[src/rtl/stdcore_ctx_pre_if.sv]
// ---------------------------------------------------------------------------
// stdcore_ctx_pre_if
// Bundles the upstream val/rdy channel, the downstream FIFO producer side and
// the FIFO credit-return pulse of the credit-based transmitter.
//
//   s       upstream data          (environment -> transmitter)
//   s_val   upstream valid         (environment -> transmitter)
//   s_rdy   upstream ready         (transmitter -> environment)
//   p       data to FIFO           (transmitter -> FIFO)
//   p_val   valid to FIFO          (transmitter -> FIFO)
//   p_rdy   FIFO ready, check only (FIFO -> transmitter)
//   cr_ret  credit return pulse    (FIFO c_val && c_rdy -> transmitter)
//
// Modports: slave = transmitter view, master = surrounding environment view.
// ---------------------------------------------------------------------------
interface stdcore_ctx_pre_if #(
  parameter int DW = 1
);
  logic [DW-1:0] s;
  logic          s_val;
  logic          s_rdy;
  logic [DW-1:0] p;
  logic          p_val;
  logic          p_rdy;
  logic          cr_ret;

  modport slave (
    input  s, s_val, p_rdy, cr_ret,
    output s_rdy, p, p_val
  );

  modport master (
    output s, s_val, p_rdy, cr_ret,
    input  s_rdy, p, p_val
  );
endinterface

[src/rtl/stdcore_ctx_pre.sv]
// ---------------------------------------------------------------------------
// stdcore_ctx_pre
// Credit-based val/rdy transmitter feeding the producer side of a DEPTH-entry
// FIFO through a fixed LAT-stage pipeline that can never stall. The block owns
// DEPTH credits: one is spent per accepted word and one comes back per FIFO
// pop. Because the pipeline cannot be backpressured, p_rdy is only monitored;
// a push the FIFO would drop, or a credit returned with none outstanding, sets
// a sticky error flag.
//
// Ports
//   clk     clock, all state on posedge
//   arst_n  asynchronous reset, active-low
//   rst_n   synchronous clear, active-low
//   bus     stdcore_ctx_pre_if.slave (s/s_val/s_rdy, p/p_val/p_rdy, cr_ret)
//   cr      current credit count, registered
//   err     sticky error flag, registered, cleared only by reset
//
// Parameters
//   DW     data width
//   DEPTH  downstream FIFO entries = initial credits (>=1)
//   LAT    cycles from the accept cycle to p_val (>=1)
//   CW     credit counter width, must hold DEPTH+1
// ---------------------------------------------------------------------------
module stdcore_ctx_pre #(
  parameter int DW    = 1,
  parameter int DEPTH = 4,
  parameter int LAT   = 1,
  parameter int CW    = 9
) (
  input  logic                 clk,
  input  logic                 arst_n,
  input  logic                 rst_n,
  stdcore_ctx_pre_if.slave     bus,
  output logic [CW-1:0]        cr,
  output logic                 err
);

  localparam logic [CW-1:0] CR_INIT = CW'(DEPTH);

  logic          s_rdy_q;
  logic          acc;
  logic [CW-1:0] cr_nxt;
  logic          over_ret;

  // Pipeline stages; index LAT-1 drives the FIFO.
  logic          st_val  [LAT];
  logic [DW-1:0] st_data [LAT];

  assign acc       = bus.s_val && s_rdy_q;
  assign bus.s_rdy = s_rdy_q;
  assign bus.p     = st_data[LAT-1];
  assign bus.p_val = st_val[LAT-1];

  // Next credit count. A return while every credit is already home has no
  // matching outstanding word: the counter saturates and the event is flagged.
  always_comb begin
    // NOTE: every output of this block gets a default first, so no path can
    // leave a variable unassigned and infer a latch.
    cr_nxt   = cr;
    over_ret = 1'b0;
    if (bus.cr_ret && !acc && cr == CR_INIT) begin
      over_ret = 1'b1;
    end else begin
      cr_nxt = cr - CW'(acc) + CW'(bus.cr_ret);
    end
  end

  // Credit counter, ready and error flag. s_rdy comes from the next count so
  // the last credit drops ready in the cycle after it is spent.
  // NOTE: sequential state uses non-blocking assignments only, so every
  // register samples pre-edge values regardless of statement order.
  always_ff @(posedge clk or negedge arst_n) begin
    if (!arst_n) begin
      cr      <= CR_INIT;
      s_rdy_q <= 1'b0;
      err     <= 1'b0;
    end else if (!rst_n) begin
      cr      <= CR_INIT;
      s_rdy_q <= 1'b0;
      err     <= 1'b0;
    end else begin
      cr      <= cr_nxt;
      s_rdy_q <= (cr_nxt != '0);
      if (over_ret || (st_val[LAT-1] && !bus.p_rdy)) begin
        err <= 1'b1;
      end
    end
  end

  // Fixed-latency pipeline. Valid bits shift every cycle; a stage only loads
  // data when a valid word arrives, so p keeps the last word delivered.
  // NOTE: the data stages are reset as well as the valid bits, because a
  // clean zero on p after reset is part of the visible interface.
  always_ff @(posedge clk or negedge arst_n) begin
    if (!arst_n) begin
      for (int i = 0; i < LAT; i++) begin
        st_val[i]  <= 1'b0;
        st_data[i] <= '0;
      end
    end else if (!rst_n) begin
      for (int i = 0; i < LAT; i++) begin
        st_val[i]  <= 1'b0;
        st_data[i] <= '0;
      end
    end else begin
      st_val[0] <= acc;
      if (acc) begin
        st_data[0] <= bus.s;
      end
      for (int i = 1; i < LAT; i++) begin
        st_val[i] <= st_val[i-1];
        if (st_val[i-1]) begin
          st_data[i] <= st_data[i-1];
        end
      end
    end
  end

endmodule

[src/flat_wrapper.sv]
// flat-port wrapper written by rule: the top's interface ports become plain ports
module stdcore_ctx_pre_flat 
#(
  parameter int DW    = 1,
  parameter int DEPTH = 4,
  parameter int LAT   = 1,
  parameter int CW    = 9
)
  (clk, arst_n, rst_n, cr, err, bus_s, bus_s_val, bus_p_rdy, bus_cr_ret, bus_s_rdy, bus_p, bus_p_val);
  stdcore_ctx_pre_if #(.DW(DW)) bus_i ();
  input  logic clk;
  input  logic arst_n;
  input  logic rst_n;
  output logic [CW-1:0] cr;
  output logic err;
  input wire logic [$bits(bus_i.s)-1:0] bus_s;
  input wire logic [$bits(bus_i.s_val)-1:0] bus_s_val;
  input wire logic [$bits(bus_i.p_rdy)-1:0] bus_p_rdy;
  input wire logic [$bits(bus_i.cr_ret)-1:0] bus_cr_ret;
  output wire logic [$bits(bus_i.s_rdy)-1:0] bus_s_rdy;
  output wire logic [$bits(bus_i.p)-1:0] bus_p;
  output wire logic [$bits(bus_i.p_val)-1:0] bus_p_val;
  assign bus_i.s = bus_s;
  assign bus_i.s_val = bus_s_val;
  assign bus_i.p_rdy = bus_p_rdy;
  assign bus_i.cr_ret = bus_cr_ret;
  assign bus_s_rdy = bus_i.s_rdy;
  assign bus_p = bus_i.p;
  assign bus_p_val = bus_i.p_val;
  stdcore_ctx_pre #(.DW(DW), .DEPTH(DEPTH), .LAT(LAT), .CW(CW)) u_core (.clk(clk), .arst_n(arst_n), .rst_n(rst_n), .bus(bus_i), .cr(cr), .err(err));
endmodule
[config.mk]
export PLATFORM = sky130hd
export DESIGN_NAME = stdcore_ctx_pre_flat
export DESIGN_NICKNAME = d
export VERILOG_FILES = /design/src/rtl/stdcore_ctx_pre_if.sv /design/src/rtl/stdcore_ctx_pre.sv /design/src/flat_wrapper.sv
export SDC_FILE = /design/constraint.sdc
export NUM_CORES = 1
export LEC_CHECK = 0
export CAP_MARGIN = 40
export CORE_ASPECT_RATIO = 1.25
export CORE_MARGIN = 2
export CORE_UTILIZATION = 30
export DETAILED_ROUTE_END_ITERATION = 6
export PLACE_DENSITY_LB_ADDON = 0.05
export SYNTH_ARGS = -nofsm -noshare
export SYNTH_HDL_FRONTEND = slang
export SYNTH_SLANG_ARGS = --single-unit
[constraint.sdc]
create_clock -name clk -period 6.8 [get_ports clk]
set_clock_uncertainty 0.15 [all_clocks]
set_input_delay 1.36 -clock clk [delete_from_list [all_inputs] [get_ports clk]]
set_output_delay 1.36 -clock clk [all_outputs]
set_load 0.05 [all_outputs]
* Yosys cells after proc, flatten, opt, wreduce, memory -nomap -nowiden *
Cells that the tools add are included.

word-level totals
  latch bits = 0
  memory bits (read-only) = 0
  memories = 0
  RAM bits = 0
  register bits after elaboration = 13
  input bits = 7

operators by class
  equal/unequal tests = 3
  $mul = 0
  mux-type cells = 9
  bitwise operators = 0
  order comparisons = 0
  div/mod/pow operators = 0
  shift operators = 0
  $add $sub $neg = 2
  reduce and logical (&&, ||, !) cells = 8

operator list
  operator            number
  $mux 9              2
  $add 9x1->9         1
  $eq 9x3->1 const B  1
  $reduce_bool 9->1   1
  $sub 9x1->9         1
  $mux 1              7
  $logic_and 1x1->1   4
  $ne 2x1->1 const B  2
  $logic_not 1->1     2
  $logic_or 1x1->1    1

* Depth between registers and ports, before layout *
Gate-level depths: netlist (run 1).

  depth in word-level cells = 8
  mapped depth = 11

* Least setup slack after synthesis (run 1) *
OpenSTA, ideal clock, no wires.

  path type = in2reg
  start = in bus_s_val
  end = reg u_core.s_rdy_q (netlist: u_core.bus.s_rdy)
  stages on the path = 11
  arrival = 3.425 ns
  setup time = 0.129 ns
  path buffers = 0
  setup slack = 3.096 ns
  cells stage by stage = nand2_1 -> or2_2 -> nand2_1 -> ha_1 -> fa_1 -> a211oi_2 -> o21ai_2 -> a41oi_1 -> xnor2_1 -> nor2_1 -> o41a_1

between the ends
  word-level cells in the longest chain between the ends = 7
  elaborated cells between the ends (all ways) = 9

RTL lines
  what                                                                 RTL line               RTL
  start: declaration                                                   flat_wrapper.sv:17     input wire logic [$bits(bus_i.s_val)-1:0] bus_s_val;
  $logic_and 1x1->1 *                                                  stdcore_ctx_pre.sv:49  assign acc = bus.s_val && s_rdy_q;
  parallel branches: the longest is 3 deep, another holds $sub 9x1->9  n/a
  $mux 9 *                                                             stdcore_ctx_pre.sv:61  if (bus.cr_ret && !acc && cr == CR_INIT) begin
  $reduce_bool 9->1 *                                                  stdcore_ctx_pre.sv:83  s_rdy_q <= (cr_nxt != '0);
  $mux 1 *                                                             stdcore_ctx_pre.sv:77  end else if (!rst_n) begin
  end signal: assignment                                               stdcore_ctx_pre.sv:83
  end: declaration                                                     stdcore_ctx_pre.sv:40  logic s_rdy_q;

Mark *: on every way between the ends.
A chain may end at the register's enable or synchronous reset.

* Final worst setup path (run 1) *
Same ends and word-level chain as after synthesis.

==> impl_summary.md, run 1 <==
Floorplanning
In this run the count of I/O pins placed on the die edge is 20. From left edge to right edge, the die measures 54.79 um. For this configuration, the core starts out at a cell density of 30.83%. The initialized floorplan defines 23 standard-cell rows. The height of the chip is 67.48 um.

The area enclosed by the die boundary is about 0.0037 sq mm. The floorplan step defined a core boundary enclosing 0.003137 sq mm.

Clock tree
In this run the number of H-tree levels came out at 1. The clock reaches the later pin of the worst-skew pair after approximately 0.24 ns. The clock edge transition at the registers on the reported setup and hold paths is 0.05 ns. The post-CTS setup buffer count is 0. TritonCTS built the clock tree. The largest buffer count on any clock path is 2. The clock sink count is 13. The root buffer cell is sky130_fd_sc_hd__clkbuf_8. TritonCTS created 3 clock buffers. Buffers inserted to repair hold after CTS numbered 0. The post-cts sizing count is 0.

Timing
The final-report hold violation count is 0. Setup violations remaining at the end of the flow were counted as 0. The clock period minus final worst setup slack is 4.121 ns.

The share of the clock period used by the worst path is 60.60%. In the final timing run, aggregate negative setup slack is 0 ns. Setup repair after global routing left no endpoint under its margin.

The total count of max-transition violations in the final report is 0. The actual slew at the worst max-slew pin is roughly 0.59 ns. Static timing analysis puts the maximum clock frequency at 0.2427 GHz.

Headroom to the max-slew limit came out at 60.77%.

Synthesis
The mux cell area share after synthesis is 1.035%. The synthesized netlist devotes 15.01% of its cell area to adder and majority cells. After technology mapping, the gate count stands at 104. The share of the synthesized area in the top cell type is 31.05%. The number of warnings printed during yosys synthesis is 0. After synthesis the netlist holds a flip-flop and latch count of 13. The number of distinct library cells after synthesis is 34. Dividing the synthesized area by the synthesized cell count gives 9.300 sq um. The dominant combinational cell family by area after synthesis is compound AO/OA/AOI/OAI gates.

In this run the cell area of the synthesized design comes to 967.2 sq um. Of all cell types, the one taking the most synthesized area is sky130_fd_sc_hd__dfrtp_1. The net count after synthesis is about 120. Sorting the synthesized cells by area gives the leading types as sky130_fd_sc_hd__dfrtp_1 (31%), sky130_fd_sc_hd__ha_1 (13%), sky130_fd_sc_hd__nor2_1 (5.4%). After Yosys synthesis, and, or, nand and nor cells account for 19.15% of the synthesized area. The area fraction in compound gates after synthesis is 20.18%.

The part of the Yosys area used for sequential elements is 33.76%. The synthesized-area fraction occupied by xor and xnor cells is 5.433%.

Setup path
The worst setup path category is in -> reg. The peak fanout along the critical path is 5. Data on the critical path arrives at its endpoint at 4.09 ns. The sort of element at the start of the critical path is a primary input. The endpoint type of the worst setup path is a register. Data on the critical path is required at its endpoint by 6.77 ns.

Drt
The total detailed-routing wirelength is between 2000 and 2500 um. The remaining antenna violation count after routing is 0. The average wire length per cell after detail routing is 13.50 um. The mean number of vias per cell is 4.939. The number of design-rule violations left by the first detailed-router iteration is 12.

Summing over every cut layer, the via total after detailed routing is 805. The pre-antenna-repair detailed-routing pass consisted of 4 iterations. In the routed design, unresolved DRC markers number 0.

Power and ir drop
Total power for the finished layout comes to between 0.6 and 0.7 mW. The ratio of total power to cell area is 560.5 mW/mm^2. The maximum resistive drop on vdd is 196.7 uV. The leakage power total is 0.5716 nW.

Layout
The net total in the final layout is 145. The count of inserted antenna diode cells is 0. Of the cells placed in the final design, the portion with a size suffix greater than 1 is ~14%. Relative to the synthesized area, the layout overhead comes to 28.33%.

Outcome
The flow ran to the end, and the final reports show no timing, DRC or antenna violations.

Placed design
The HPWL after detailed placement is 1820 um. In this run the tool buffered the top-level ports with 19 buffer cells. The global placement routability congestion is 0.7280.

GRT
The first global-routing pass estimated 3732 um of wire. The initial antenna violation count came to 0. The largest net degree at the start of global routing is 17.

The overall fraction of global-route tracks in use is between 10% and 20%. After global routing the overflow that remains totals 0. The via count of the first global-routing pass is 813.

Run
Across the run, the number of max-cap violations was 0.

Min path
The kind of path behind the tightest hold check is reg -> reg.
## worst max-delay path, cell delays in order
cell	delay, ns
sky130_fd_sc_hd__clkdlybuf4s50_1	0.41
sky130_fd_sc_hd__nand2_1	0.18
sky130_fd_sc_hd__or2_2	0.18
sky130_fd_sc_hd__nand2_1	0.06
sky130_fd_sc_hd__ha_1	0.22
sky130_fd_sc_hd__fa_1	0.43
sky130_fd_sc_hd__a211oi_2	0.26
sky130_fd_sc_hd__o21ai_2	0.11
sky130_fd_sc_hd__a41oi_1	0.27
sky130_fd_sc_hd__xnor2_1	0.17
sky130_fd_sc_hd__nor2_1	0.06
sky130_fd_sc_hd__o41a_1	0.37
## registers in the layout, summed over array words and instances, names as in the netlist
register,cells
u_core.bus.p_val,1
u_core.cr,9
u_core.err,1
u_core.bus.p,1
u_core.bus.s_rdy,1
## cell usage after synthesis, drive strengths merged
master,n
nand2,8
o32ai,1
a21o,3
nand2b,1
mux2i,1
nor3,2
inv,12
a2bb2oi,1
a41oi,2
nor3b,1
dfrtp,12
and4b,1
nor2,14
a211oi,3
o21ai,6
buf,1
xnor2,3
ha,10
and3,2
or2,2
a21oi,5
o41a,1
and2,2
o2111ai,1
dfstp,1
nand3,4
xor2,3
fa,1
## cell families (layout without fill, tap and decap cells)
family | count (synthesis) | count (layout)
compound gates | 23 | 23
xor+xnor | 6 | 6
fa+ha+maj | 11 | 11
buf+inv | 13 | 35
flops | 13 | 13
mux | 1 | 1
simple gates | 37 | 37
## worst paths after layout
check	start	end	slack, ns	depth (start not counted)
hold reg to reg	u_core.bus.p	u_core.bus.p	0.37	2
setup / recovery	bus_s_val	u_core.bus.s_rdy	2.68	12
hold / removal	u_core.bus.p	u_core.bus.p	0.37	2
min in group asynchronous	arst_n	u_core.err	1.35	1
setup reg to reg	u_core.bus.s_rdy	u_core.bus.s_rdy	3.83	11
max in group asynchronous	arst_n	u_core.cr[3]	4.77	1
## layer usage
metal,GRT usage [%],vias to the layer above,part of all wire [%]
met4,5.625,0,0.91
met2,23.36,14,50
met5,0,-,0
met1,17.87,382,45
met3,2.212,2,4.0
li1,-,407,-
## stage by stage
stage          utilization [%]  hold slack [ns]  worst slack (ns)  instances  instance area, sq um
2_1_floorplan                -           0.5103             3.096        104                 967.2
3_3_place_gp             38.13           0.3736             2.497        159                  1196
3_5_place_dp             38.13           0.3680             2.421        159                  1196
4_1_cts                  39.57           0.3785             2.661        163                  1241
5_1_grt                  39.57           0.4079             2.492        163                  1241
6_report                 39.57           0.3726             2.679        163                  1241
## power breakdown
| group | internal, mW | switching (mW) | total (mW) |
|---|---|---|---|
| Sequential | 0.103 | 0.0261 | 0.130 |
| Combinational | 0.206 | 0.293 | 0.499 |
| Clock | 0.0413 | 0.0258 | 0.0671 |
## layout by cell type (no fill, tap or decap), types with 2 or more instances in the layout
cell,instances
sky130_fd_sc_hd__ha_1,10
sky130_fd_sc_hd__a211oi_2,2
sky130_fd_sc_hd__and3_1,2
sky130_fd_sc_hd__nor3_1,2
sky130_fd_sc_hd__a21o_1,2
sky130_fd_sc_hd__xnor2_1,3
sky130_fd_sc_hd__a21oi_1,5
sky130_fd_sc_hd__xor2_1,3
sky130_fd_sc_hd__clkdlybuf4s50_1,19
sky130_fd_sc_hd__o21ai_0,2
sky130_fd_sc_hd__nand3_1,3
sky130_fd_sc_hd__o21ai_2,4
sky130_fd_sc_hd__nand2_1,8
sky130_fd_sc_hd__dfrtp_1,12
sky130_fd_sc_hd__clkbuf_8,3
sky130_fd_sc_hd__nor2_1,14
sky130_fd_sc_hd__or2_2,2
sky130_fd_sc_hd__inv_1,12
## area by class of cell
cell class,instances,area [sq um]
fillers,319,1896
well taps,37,46.29
multi-input cells,78,588.1
flip-flops and latches,13,326.6
inverters,12,45.04
clock buffers,4,45.04
repair buffers,19,190.2
Note: power is estimated with default switching activity, not from simulation.
==> run 2, diff against run 1 <==
- clock period: 6.8 -> 4.06 ns (I/O delays scaled with it)
==> impl_summary.md, run 2 (same netlist as run 1, synthesis figures left out) <==
Layout
At the end of the flow the core is filled with cells to 39.57%. 0 antenna diodes ended up in the layout. The non-filler instance count after layout is 163. In the layout the commonest cells are sky130_fd_sc_hd__clkdlybuf4s50_1 (19), sky130_fd_sc_hd__nor2_1 (14), sky130_fd_sc_hd__inv_1 (12), sky130_fd_sc_hd__dfrtp_1 (12), sky130_fd_sc_hd__ha_1 (10). The post-route cell area is 0.001241 sq mm. The register with the highest flop count is u_core.cr. For this run, the post-layout net count is 145. Cells with a size suffix above 1 make up approximately 14% of the layout.

Leaving out fill and tap cells, the most frequent cell in the layout is sky130_fd_sc_hd__clkdlybuf4s50_1. The flip-flop count of the largest register, all copies and words added is 9. The growth of design area from synthesis to finish is 28.33%.

Timing
The actual slew at the worst max-slew pin is slightly below 0.6 ns. The share of the clock period used by the worst path is between 80% and 90%. The maximum frequency from static timing analysis is 0.2800 GHz. Setup repair after global routing left no endpoint under its margin. The clock period minus final worst setup slack is 3.572 ns.

After layout, the worst setup slack is 0.4884 ns. The total count of max-transition violations in the final report is 0. Setup violations remaining at the end of the flow were counted as 0. The final-report hold violation count came to 0. The final setup TNS is 0 ns. The worst-case headroom to the max-slew limit is roughly three fifths.

Setup path
The worst path required time is approximately 4 ns. The worst setup path is launched from a primary input. Of all nets on the critical path, the largest fanout is 5. The worst setup path is captured at a register. The worst reg-to-reg path cell count is 11. The worst setup path category is in -> reg.

The worst endpoint data arrival time is about 3.5 ns.

Floorplanning
The area enclosed by the die boundary is between 0.003 and 0.004 sq mm. After floorplanning, the core was divided into 23 placement rows. In this run the vertical extent of the chip is 67.48 um. During I/O placement, the number of pins put on the boundary was 20. The core region is 0.003137 sq mm. The initial core utilization is 30.83%. The horizontal extent of the die is around 55 um.

GRT
The largest net degree at the start of global routing is 17. The first global-routing pass estimated 3801 um of wire. The overall fraction of global-route tracks in use is ~14%. The total congestion overflow after global routing is 0.

The initial antenna violation count is 0. The via count of the first global-routing pass is between 800 and 900.

Drt
The via count of the routed design is ~800. After the first detailed-routing iteration, the DRC count stood at 19. The detail route stage leaves a number of antenna-violating nets equal to 0. The pre-antenna-repair detailed-routing pass consisted of 4 iterations. The total detailed-routing wirelength is 2239 um. Dividing the detail-routed wire length by the instance count gives approximately 14 um. The mean number of vias per cell is 4.920.

The number of remaining DRC errors is 0.

Clock tree
After clock tree synthesis, the flow added hold-fix buffers numbering 0. The clock edge transition at the registers on the reported setup and hold paths is 0.05 ns. Counting every sink on the clock net gives 13. Clock tree synthesis selected as its root buffer the cell sky130_fd_sc_hd__clkbuf_8. At the later pin of the worst-skew pair, clock insertion delay measures around 0.24 ns. TritonCTS built the clock tree. The post-CTS setup buffer count is 0.

The number of buffers added by the clock tree synthesis step is 3. The number of gates resized after CTS was 0. The total number of H-tree levels is 1. The largest buffer count on any clock path is 2.

Placed design
OpenSTA, run right after detailed placement, puts the worst setup slack at 0.2168 ns. After detailed placement, the total cell area comes to 0.001196 sq mm. The congestion estimate from routability-driven global placement came to 0.7280. The sum of net half-perimeters after detailed placement is 1827 um. Buffers placed on the I/O ports in this run total 19. In this run, placement finished with an instance count of about 160.

Outcome
The run finished with clean final reports.

Power and ir drop
The ratio of total power to cell area is 942.7 mW/mm^2. VDD sags by at most 347.7 uV. The leakage power total is between 0.5 and 0.6 nW.

Min path
The number of instances on the worst hold path is 2. The tightest min-delay check is of the reg -> reg type.

Run
The number of maximum-capacitance violations is 0.
-- run 2: cell counts in the layout (fill, tap and decap cells not counted) --
Identical to the previous run, type by type.
-- run 2: routing by layer --
layer	up-vias	global-route usage, %	wire length [um]
li1	404	-	-
met2	14	23.66	1127
met1	382	17.59	1009
met4	0	6.250	20
met3	2	2.434	82
met5	-	0	0
-- run 2: per-stage QoR --
stage / power (mW) / hold slack (ns)
floorplan: 0.8578 / 0.3664
global placement: 1.070 / 0.3736
detailed placement: 1.060 / 0.3680
CTS: 1.183 / 0.3787
global route: 1.277 / 0.4082
finish: 1.170 / 0.3735
-- run 2: worst max-delay path, stage by stage --
cell and delay (ns):
sky130_fd_sc_hd__clkdlybuf4s50_1 0.41, sky130_fd_sc_hd__nand2_1 0.17, sky130_fd_sc_hd__or2_2 0.18, sky130_fd_sc_hd__nand2_1 0.06
sky130_fd_sc_hd__ha_1 0.21, sky130_fd_sc_hd__fa_1 0.44, sky130_fd_sc_hd__a211oi_2 0.27, sky130_fd_sc_hd__o21ai_2 0.11
sky130_fd_sc_hd__a41oi_1 0.26, sky130_fd_sc_hd__xnor2_1 0.17, sky130_fd_sc_hd__nor2_1 0.06, sky130_fd_sc_hd__o41a_1 0.37
-- run 2: worst paths after layout --
path | end | startpoint | slack, ns
setup reg to reg | u_core.bus.s_rdy | u_core.bus.s_rdy | 1.09
hold / removal | u_core.bus.p | u_core.bus.p | 0.37
hold reg to reg | u_core.bus.p | u_core.bus.p | 0.37
max in group asynchronous | u_core.cr[8] | arst_n | 2.57
min in group asynchronous | u_core.err | arst_n | 0.80
setup / recovery | u_core.bus.s_rdy | bus_s_val | 0.49
-- run 2: report_power, final --
group	switching (mW)	total (mW)	internal [mW]
Sequential	0.0448	0.218	0.173
Clock	0.0432	0.112	0.0692
Combinational	0.494	0.840	0.345
Total	0.582	1.17	0.588
-- run 2: layout make-up --
cell class / count / area, sq um
fillers: 327 / 1896
well taps: 37 / 46.29
flip-flops and latches: 13 / 326.6
clock buffers: 4 / 45.04
multi-input cells: 78 / 588.1
inverters: 12 / 45.04
repair buffers: 19 / 190.2
==> run 3, diff against run 2 <==
- SKIP_CTS_REPAIR_TIMING: default -> 1
==> results of run 3 <==
Same layout as run 2: the final DEF is identical, and so are final timing and power.
